## config.mk

```make
export PLATFORM = sky130hd
export DESIGN_NAME = ping_responder
export DESIGN_NICKNAME = d
export VERILOG_FILES = /design/src/rtl/ping_responder.sv
export SDC_FILE = /design/constraint.sdc
export NUM_CORES = 1
export LEC_CHECK = 0
export CAP_MARGIN = 20
export CORE_ASPECT_RATIO = 0.75
export CORE_UTILIZATION = 63
export CTS_BUF_LIST = sky130_fd_sc_hd__clkbuf_16
export DETAILED_ROUTE_END_ITERATION = 8
export DONT_BUFFER_PORTS = 1
export PLACE_DENSITY = 0.79
export REMOVE_ABC_BUFFERS = 1
export SYNTH_ARGS = -nofsm -noshare
export SYNTH_HDL_FRONTEND = slang
export SYNTH_SLANG_ARGS = --single-unit
```

## constraint.sdc

```tcl
create_clock -name clk -period 2.7 [get_ports clk]
set_input_delay 0.54 -clock clk [delete_from_list [all_inputs] [get_ports clk]]
set_output_delay 0.54 -clock clk [all_outputs]
set_load 0.01 [all_outputs]
```

## src/rtl/ping_responder.sv

```systemverilog
`default_nettype none
// ============================================================================
//  Module      : ping_responder
//  Description : Far-end transponder for the phase-ping link. Qualifies a
//                received burst of rx_stb pulses inside a window, answers
//                with a reply burst at a fixed turnaround delay from the
//                first pulse, then ignores the receiver for a holdoff time.
//                Counts answered pings and rejected windows.
//  Revision    : 1.0  initial release
// ============================================================================
module ping_responder #(
  parameter int CW        = 16,
  parameter int WIN       = 256,
  parameter int MIN_HITS  = 4,
  parameter int TURN_DLY  = 1024,
  parameter int BURST_LEN = 512,
  parameter int HOLDOFF   = 2048
) (
  input  logic          clk,
  input  logic          rst,        // asynchronous, active-low
  input  logic          enable,
  input  logic          rx_stb,
  output logic          reply_stb,
  output logic          reply_en,
  output logic          busy,
  output logic [CW-1:0] ping_cnt,
  output logic [CW-1:0] miss_cnt
);

  // State encoding
  localparam logic [2:0] c_IDLE    = 3'd0;
  localparam logic [2:0] c_WINDOW  = 3'd1;
  localparam logic [2:0] c_TURN    = 3'd2;
  localparam logic [2:0] c_REPLY   = 3'd3;
  localparam logic [2:0] c_HOLDOFF = 3'd4;

  // Timer values at which each phase ends. The timer holds k during the
  // cycle leading up to clock edge T0+k, so comparing against k acts on
  // that edge.
  localparam logic [CW-1:0] c_ONE       = CW'(1);
  localparam logic [CW-1:0] c_WIN       = CW'(WIN);
  localparam logic [CW-1:0] c_MIN_HITS  = CW'(MIN_HITS);
  localparam logic [CW-1:0] c_TURN_END  = CW'(TURN_DLY);
  localparam logic [CW-1:0] c_REPLY_END = CW'(TURN_DLY + BURST_LEN);
  localparam logic [CW-1:0] c_HOLD_END  = CW'(TURN_DLY + BURST_LEN + HOLDOFF);
  localparam logic [CW-1:0] c_HITS_MAX  = '1;
  localparam longint        c_LIMIT     = longint'(1) << CW;

  // Reject parameter sets that cannot work with this timer width or ordering
  if (TURN_DLY <= WIN) begin : g_chk_turn
    $error("ping_responder: TURN_DLY must be greater than WIN");
  end
  if (longint'(WIN) >= c_LIMIT || longint'(MIN_HITS) >= c_LIMIT ||
      longint'(TURN_DLY) >= c_LIMIT || longint'(BURST_LEN) >= c_LIMIT ||
      longint'(HOLDOFF) >= c_LIMIT) begin : g_chk_range
    $error("ping_responder: a parameter does not fit in CW bits");
  end

  logic [2:0]    r_state;
  logic [CW-1:0] r_timer;
  logic [CW-1:0] r_hits;
  logic          r_reply_stb;
  logic          r_reply_en;
  logic          r_busy;
  logic [CW-1:0] r_ping_cnt;
  logic [CW-1:0] r_miss_cnt;

  // Responder sequencer: window qualification, turnaround, burst and holdoff
  always_ff @(posedge clk or negedge rst) begin
    if (!rst) begin
      r_state     <= c_IDLE;
      r_timer     <= '0;
      r_hits      <= '0;
      r_reply_stb <= 1'b0;
      r_reply_en  <= 1'b0;
      r_busy      <= 1'b0;
      r_ping_cnt  <= '0;
      r_miss_cnt  <= '0;
    end else begin
      r_reply_stb <= 1'b0;
      if (!enable) begin
        // Disarming aborts whatever is in progress without touching counters
        r_state    <= c_IDLE;
        r_timer    <= '0;
        r_hits     <= '0;
        r_reply_en <= 1'b0;
        r_busy     <= 1'b0;
      end else begin
        case (r_state)
          c_IDLE: begin
            if (rx_stb) begin
              r_state <= c_WINDOW;
              r_timer <= c_ONE;
              r_hits  <= c_ONE;
              r_busy  <= 1'b1;
            end
          end
          c_WINDOW: begin
            r_timer <= r_timer + c_ONE;
            if (r_timer == c_WIN) begin
              // Decision edge: a strobe arriving now is deliberately not counted
              if (r_hits >= c_MIN_HITS) begin
                r_state <= c_TURN;
              end else begin
                r_state    <= c_IDLE;
                r_timer    <= '0;
                r_hits     <= '0;
                r_busy     <= 1'b0;
                r_miss_cnt <= r_miss_cnt + c_ONE;
              end
            end else if (rx_stb && (r_hits != c_HITS_MAX)) begin
              r_hits <= r_hits + c_ONE;
            end
          end
          c_TURN: begin
            r_timer <= r_timer + c_ONE;
            if (r_timer == c_TURN_END) begin
              r_state     <= c_REPLY;
              r_reply_stb <= 1'b1;
              r_reply_en  <= 1'b1;
              r_ping_cnt  <= r_ping_cnt + c_ONE;
            end
          end
          c_REPLY: begin
            r_timer <= r_timer + c_ONE;
            if (r_timer == c_REPLY_END) begin
              r_state    <= c_HOLDOFF;
              r_reply_en <= 1'b0;
            end
          end
          c_HOLDOFF: begin
            r_timer <= r_timer + c_ONE;
            if (r_timer == c_HOLD_END) begin
              r_state <= c_IDLE;
              r_timer <= '0;
              r_hits  <= '0;
              r_busy  <= 1'b0;
            end
          end
          default: begin
            r_state    <= c_IDLE;
            r_timer    <= '0;
            r_hits     <= '0;
            r_reply_en <= 1'b0;
            r_busy     <= 1'b0;
          end
        endcase
      end
    end
  end

  assign reply_stb = r_reply_stb;
  assign reply_en  = r_reply_en;
  assign busy      = r_busy;
  assign ping_cnt  = r_ping_cnt;
  assign miss_cnt  = r_miss_cnt;

endmodule
`default_nettype wire

```

# Word level (Yosys, flattened, before mapping)
# Cells that the tools add are included.
[op_classes] reduce_logical=10 n_lt_le_gt_ge=1 n_eq_ne=19 bitwise_logic=1 n_addsub=4 n_mux=33
[ops] cell="$mux W16" count=10
[ops] cell="$pmux W16 S4" count=2
[ops] cell="$add A16 B1 Y16 const B" count=4
[ops] cell="$eq A16 B11 Y1 const B" count=2
[ops] cell="$mux W3" count=6
[ops] cell="$ne A3 B3 Y1 const B" count=6
[ops] cell="$eq A16 B12 Y1 const B" count=1
[ops] cell="$eq A16 B9 Y1 const B" count=1
[ops] cell="$ge A16 B3 Y1 const B" count=1
[ops] cell="$ne A16 B16 Y1 const B" count=1
[ops] cell="$pmux W3 S5" count=1
[ops] cell="$reduce_and A5 Y1" count=3
[ops] cell="$mux W1" count=11
[ops] cell="$ne A4 B4 Y1 const B" count=2
[ops] cell="$eq A3 B2 Y1 const B" count=2
[ops] cell="$reduce_and A3 Y1" count=2
[ops] cell="$ne A2 B2 Y1 const B" count=2
[ops] cell="$pmux W1 S4" count=1
[ops] cell="$reduce_and A4 Y1" count=1
[ops] cell="$eq A3 B1 Y1 const B" count=1
[ops] cell="$eq A3 B3 Y1 const B" count=1
[ops] cell="$logic_not A3 Y1" count=1
[ops] cell="$pmux W1 S3" count=1
[ops] cell="$reduce_or A3 Y1" count=1
[ops] cell="other kinds (4)" count=4
[word_totals] output_inout_bits=35 in_bits=4 register_bits=70

# Logic depth before layout (Yosys ltp)
[logic_depth] ltp_word=6 depth_mapped=10 depth_no_buf=8

# Worst setup path before layout
# OpenSTA, ideal clock, no wires.
[synth_timing] kind="register -> register" start="register r_timer[0]" end="register r_hits[8]" required_time_ns=2.596 setup_slack_ns=0.402 t_arrival_ns=2.195 n_path_buf=0 period_less_slack_ns=2.298 path_stages_with_launch=9 cell_sequence="dfrtp_1 > inv_1 > ha_1 > nor4b_4 > nand4_2 > o2111a_2 > or3_4 > or4_1 > o311ai_1"
[synth_via] elab_chain_len=4
[synth_rtl] item="from (decl)" line_no="60" rtl="logic [CW-1:0] r_timer;"
[synth_rtl] item="from (signal assigned)" line_no="93" rtl="r_timer <= c_ONE;"
[synth_rtl] item="from (signal assigned)" line_no="99" rtl="r_timer <= r_timer + c_ONE;"
[synth_rtl] item="from (signal assigned)" line_no="116" rtl="r_timer <= r_timer + c_ONE;"
[synth_rtl] item="$eq A16 B9 Y1" line_no="100" rtl="if (r_timer == c_WIN) begin"
[synth_rtl] item="$mux W16" line_no="100"
[synth_rtl] item="$pmux W16 S4" line_no="89" rtl="case (r_state)"
[synth_rtl] item="$mux W16" line_no="81" rtl="if (!enable) begin"
[synth_rtl] item="to (signal assigned)" line_no="94" rtl="r_hits <= c_ONE;"
[synth_rtl] item="to (signal assigned)" line_no="112" rtl="r_hits <= r_hits + c_ONE;"
[synth_rtl] item="to (decl)" line_no="61" rtl="logic [CW-1:0] r_hits;"
# Parallel ways exist; a longest one is shown, timed or not.
# A chain may end at the register's enable or synchronous reset.

# Final worst setup path
[layout_timing] start="register r_timer[11]" end="register r_miss_cnt[14] (netlist: miss_cnt[14])"
[layout_via] elab_chain_len=2
[layout_rtl] item="$eq A16 B9 Y1" line_no="100"
[layout_rtl] item="$reduce_and A4 Y1 (no source line)"
[layout_rtl] item="to (signal assigned)" line_no="109" rtl="r_miss_cnt <= r_miss_cnt + c_ONE;"
[layout_rtl] item="to (decl)" line_no="66" rtl="logic [CW-1:0] r_miss_cnt;"
# No other way between the ends.

==> metrics <==
worst path bufs/invs 1; DR vias/cell roughly 6.1; Die H 68.8 um; Critical Path Sink Type register; vias 2864; fmax 0.379 GHz; combinational power share 15.7%; effective utilization at floorplan 67.8%; Critical Path RT slightly below 3 ns; main combinational cell family by area after synthesis simple AND/OR/NAND/NOR gates; Mapped Area 0.00374 mm^2; setup ws final 0.0582 ns; Worst Skew 0.00562 ns; WS Path Type register to register; total global-route track usage 26.5%; Critical Path AT 2.89 ns; fin nets 400; H-tree depth 3; DR pass1 iterations 6; register area 0.00175 mm^2; Synth Area in Compound Gates 7.99%; Final Hold Fails 0; Critical Path Fanout Max 7; Max Slew Vio Count 0; Mean Syn Cell Area 10.0 um^2; status finished clean; CTS tree built; Post-Synth XOR/XNOR Area 9.83%; mux cell area share after synthesis 2.24%; IO Port Bufs 0; gr ovfl total 0; P_sw 734 uW; pin count of the biggest net entering global routing 71; area of the multi-input gates 0.00188 mm^2; R2R setup slack 0.06 ns; Pint 1.95 mW; Period Utilization, post-route 97.8%; Iteration-0 DRC Markers 192; DR WL/cell 16.9 um; ANT cells 0; Clk pwr share 42.3%; layout cells sized above 1 between 10% and 20%; post-CTS setup repair buffer count 0; Non-Filler Instances 470; first-pass GRT wire length 12.6 mm; worst path cell trace nor4b_1 > nand4_1 > buf_4 > nor3b_1 > nand4_1 > nor4_2 > xor2_1; Post-Place Worst Slack 0.194 ns; Rel. slew slack 68.7%; Worst-Skew Late Latency 0.33 ns; Worst setup SP type register; CTS buffer count 9; area share of and/or/nand/nor cells after synthesis 28.0%; vias in the first global route 2717; CTS Sinks 70; Detail Route Antenna Nets 0; LEAKAGE 1.83 nW; CP max-delay cell dfrtp_1; clock root buffer clkbuf_16; Yosys warnings 0; CORE AREA 0.00553 mm^2; Synth Flop Type dfrtp_1; DRT Wirelength 7.93 mm; Ports 39; area of the die 0.00626 mm^2; Synth Area in Adders under 10%; Rows 23; Die X 91.0 um; switching portion of total power 27.3%; P per Cell Area 641 mW/mm^2; GPL Wtd Cong 0.882; Hold Crit Class primary input to asynchronous set/reset pin; Post-synth ARST share 100%; CP dominant cell by count nand4_1; Worst-Margin Slew 0.463 ns; register area share after synthesis 46.8%; Post-synth EDFFs 0; final core occ 75.8%; CP delay by family, top simple AND/OR/NAND/NOR gates; crit path time final 2.64 ns; Sequential Power Share 42.0%; initial antenna violation count 0; slowest stage delay, CP 0.44 ns; Placed Area about 0.0039 mm^2; CTS max path bufs 2; P&R area growth vs syn 11.9%; Filler cells just under 400; Distinct cells, synth 59; MaxCap Viol Count 0; dpl cells 453; Final Cell Area 0.00419 mm^2; #FFs+latches synth 70; Setup Viol. Count Final 0; Clock Pin Slew Worst Setup and Hold Paths roughly 0.060 ns; drc violations 0; hpwl dp ~5.1 mm; Worst VDD drop 0.000384 V; Gate Count Post-Synth 374
==> per-stage QoR <==
step | hold slack [ns] | TNS, ns | total power [mW]
floorplan | 0.244 | -0.0914 | 1.41
global placement | 0.246 | 0 | 1.52
detailed placement | 0.247 | 0 | 1.54
CTS | 0.100 | 0 | 2.71
global route | 0.111 | -0.0193 | 2.81
finish | 0.0927 | 0 | 2.69
==> layout make-up <==
class | instances | share of cell area, %
multi-input combinational | 283 | 44.9
sequential | 70 | 41.8
clock buffer | 9 | 5.37
timing repair buffer | 15 | 3.17
tap | 75 | 2.24
clock inverter | 7 | 1.55
inverter | 11 | 0.985
==> synthesized netlist by cell type (all sizes together), types with 2 or more instances <==
library cell / n / share of area, %
nand3: 20 / 2.7
o2111ai: 2 / 0.47
mux2: 3 / 0.90
nor3: 9 / 1.3
a211o: 2 / 0.47
nor4: 6 / 1.6
nand3b: 2 / 0.40
buf: 5 / 1.0
or3: 8 / 1.6
xor2: 16 / 3.7
and2: 4 / 0.67
dfrtp: 70 / 47
nand2b: 7 / 1.2
o22ai: 2 / 0.33
nand4: 24 / 4.2
or4b: 3 / 0.80
ha: 6 / 2.0
o31ai: 4 / 0.80
nor2: 31 / 3.1
a21oi: 10 / 1.3
nor4b: 2 / 0.87
and3: 10 / 1.7
nor3b: 4 / 0.80
o21ai: 15 / 2.0
or4: 5 / 1.0
inv: 11 / 1.1
and4: 4 / 0.97
o311ai: 3 / 0.70
clkbuf: 5 / 1.0
mux2i: 5 / 1.3
or2: 2 / 0.33
xnor2: 26 / 6.1
nand2: 35 / 3.5
==> power groups by stage <==
stage	clock network (mW)	registers, mW	logic [mW]
after floorplan	0	1.15	0.256
after global placement	0	1.15	0.376
after detailed placement	0	1.15	0.390
after CTS	1.16	1.13	0.420
after global routing	1.20	1.13	0.470
final	1.14	1.13	0.420
==> worst paths after layout <==
kind                                 to  depth (start not counted)    startpoint
setup / recovery           miss_cnt[14]                          7   r_timer[11]
hold / removal                r_hits[5]                          1           rst
setup reg to reg           miss_cnt[14]                          7   r_timer[11]
hold reg to reg            miss_cnt[15]                          1  miss_cnt[15]
max in group asynchronous   r_timer[13]                          1           rst
min in group clk             r_state[2]                          1        enable
==> flip-flops by register name (all words and copies together), names as in the netlist <==
signal	flops
reply_en	1
r_state	3
r_timer	16
busy	1
miss_cnt	16
reply_stb	1
r_hits	16
ping_cnt	16
==> repair_timing <==
action                     CTS  global route
hold buffers                 1             0
hold endpoints to repair    70             0
setup endpoints to repair    0             3
resized for setup            0             2
==> kinds of logic after synthesis <==
group,after synthesis
adder cells (fa/ha/maj),6
multiplexers,8
buffers and inverters,21
XOR/XNOR,42
AO/OA/AOI/OAI,46
flip-flops,70
AND/OR/NAND/NOR,181
==> routing by layer <==
metal  routed length [um]  track usage [%]  vias to the layer above
met2                 3940             45.0                       74
met3                  363             8.88                       12
met4                  138             9.13                        0
li1                     -                -                     1387
met5                    0                0                        -
met1                 3490             32.5                     1391
==> cell usage in the layout (no fill, tap or decap), drive strengths merged, types with 2 or more instances in the layout <==
| cell | count |
|---|---|
| dfrtp | 70 |
| nand2 | 35 |
| nor2 | 31 |
| xnor2 | 26 |
| nand4 | 24 |
| nand3 | 20 |
| xor2 | 16 |
| o21ai | 15 |
| buf | 15 |
| inv | 11 |
| a21oi | 10 |
| and3 | 10 |
| clkbuf | 9 |
| nor3 | 9 |
| or3 | 8 |
| nand2b | 7 |
| ha | 6 |
| nor4 | 6 |
| clkinv | 6 |
| or4 | 5 |
| mux2i | 5 |
| nor3b | 4 |
| o31ai | 4 |
| and4 | 4 |
| and2 | 4 |
| mux2 | 3 |
| o311ai | 3 |
| or4b | 3 |
| o2111ai | 2 |
| or2 | 2 |
| o22ai | 2 |
| a211o | 2 |
| nand3b | 2 |
| nor4b | 2 |
Power figures use the tool's default switching activity.
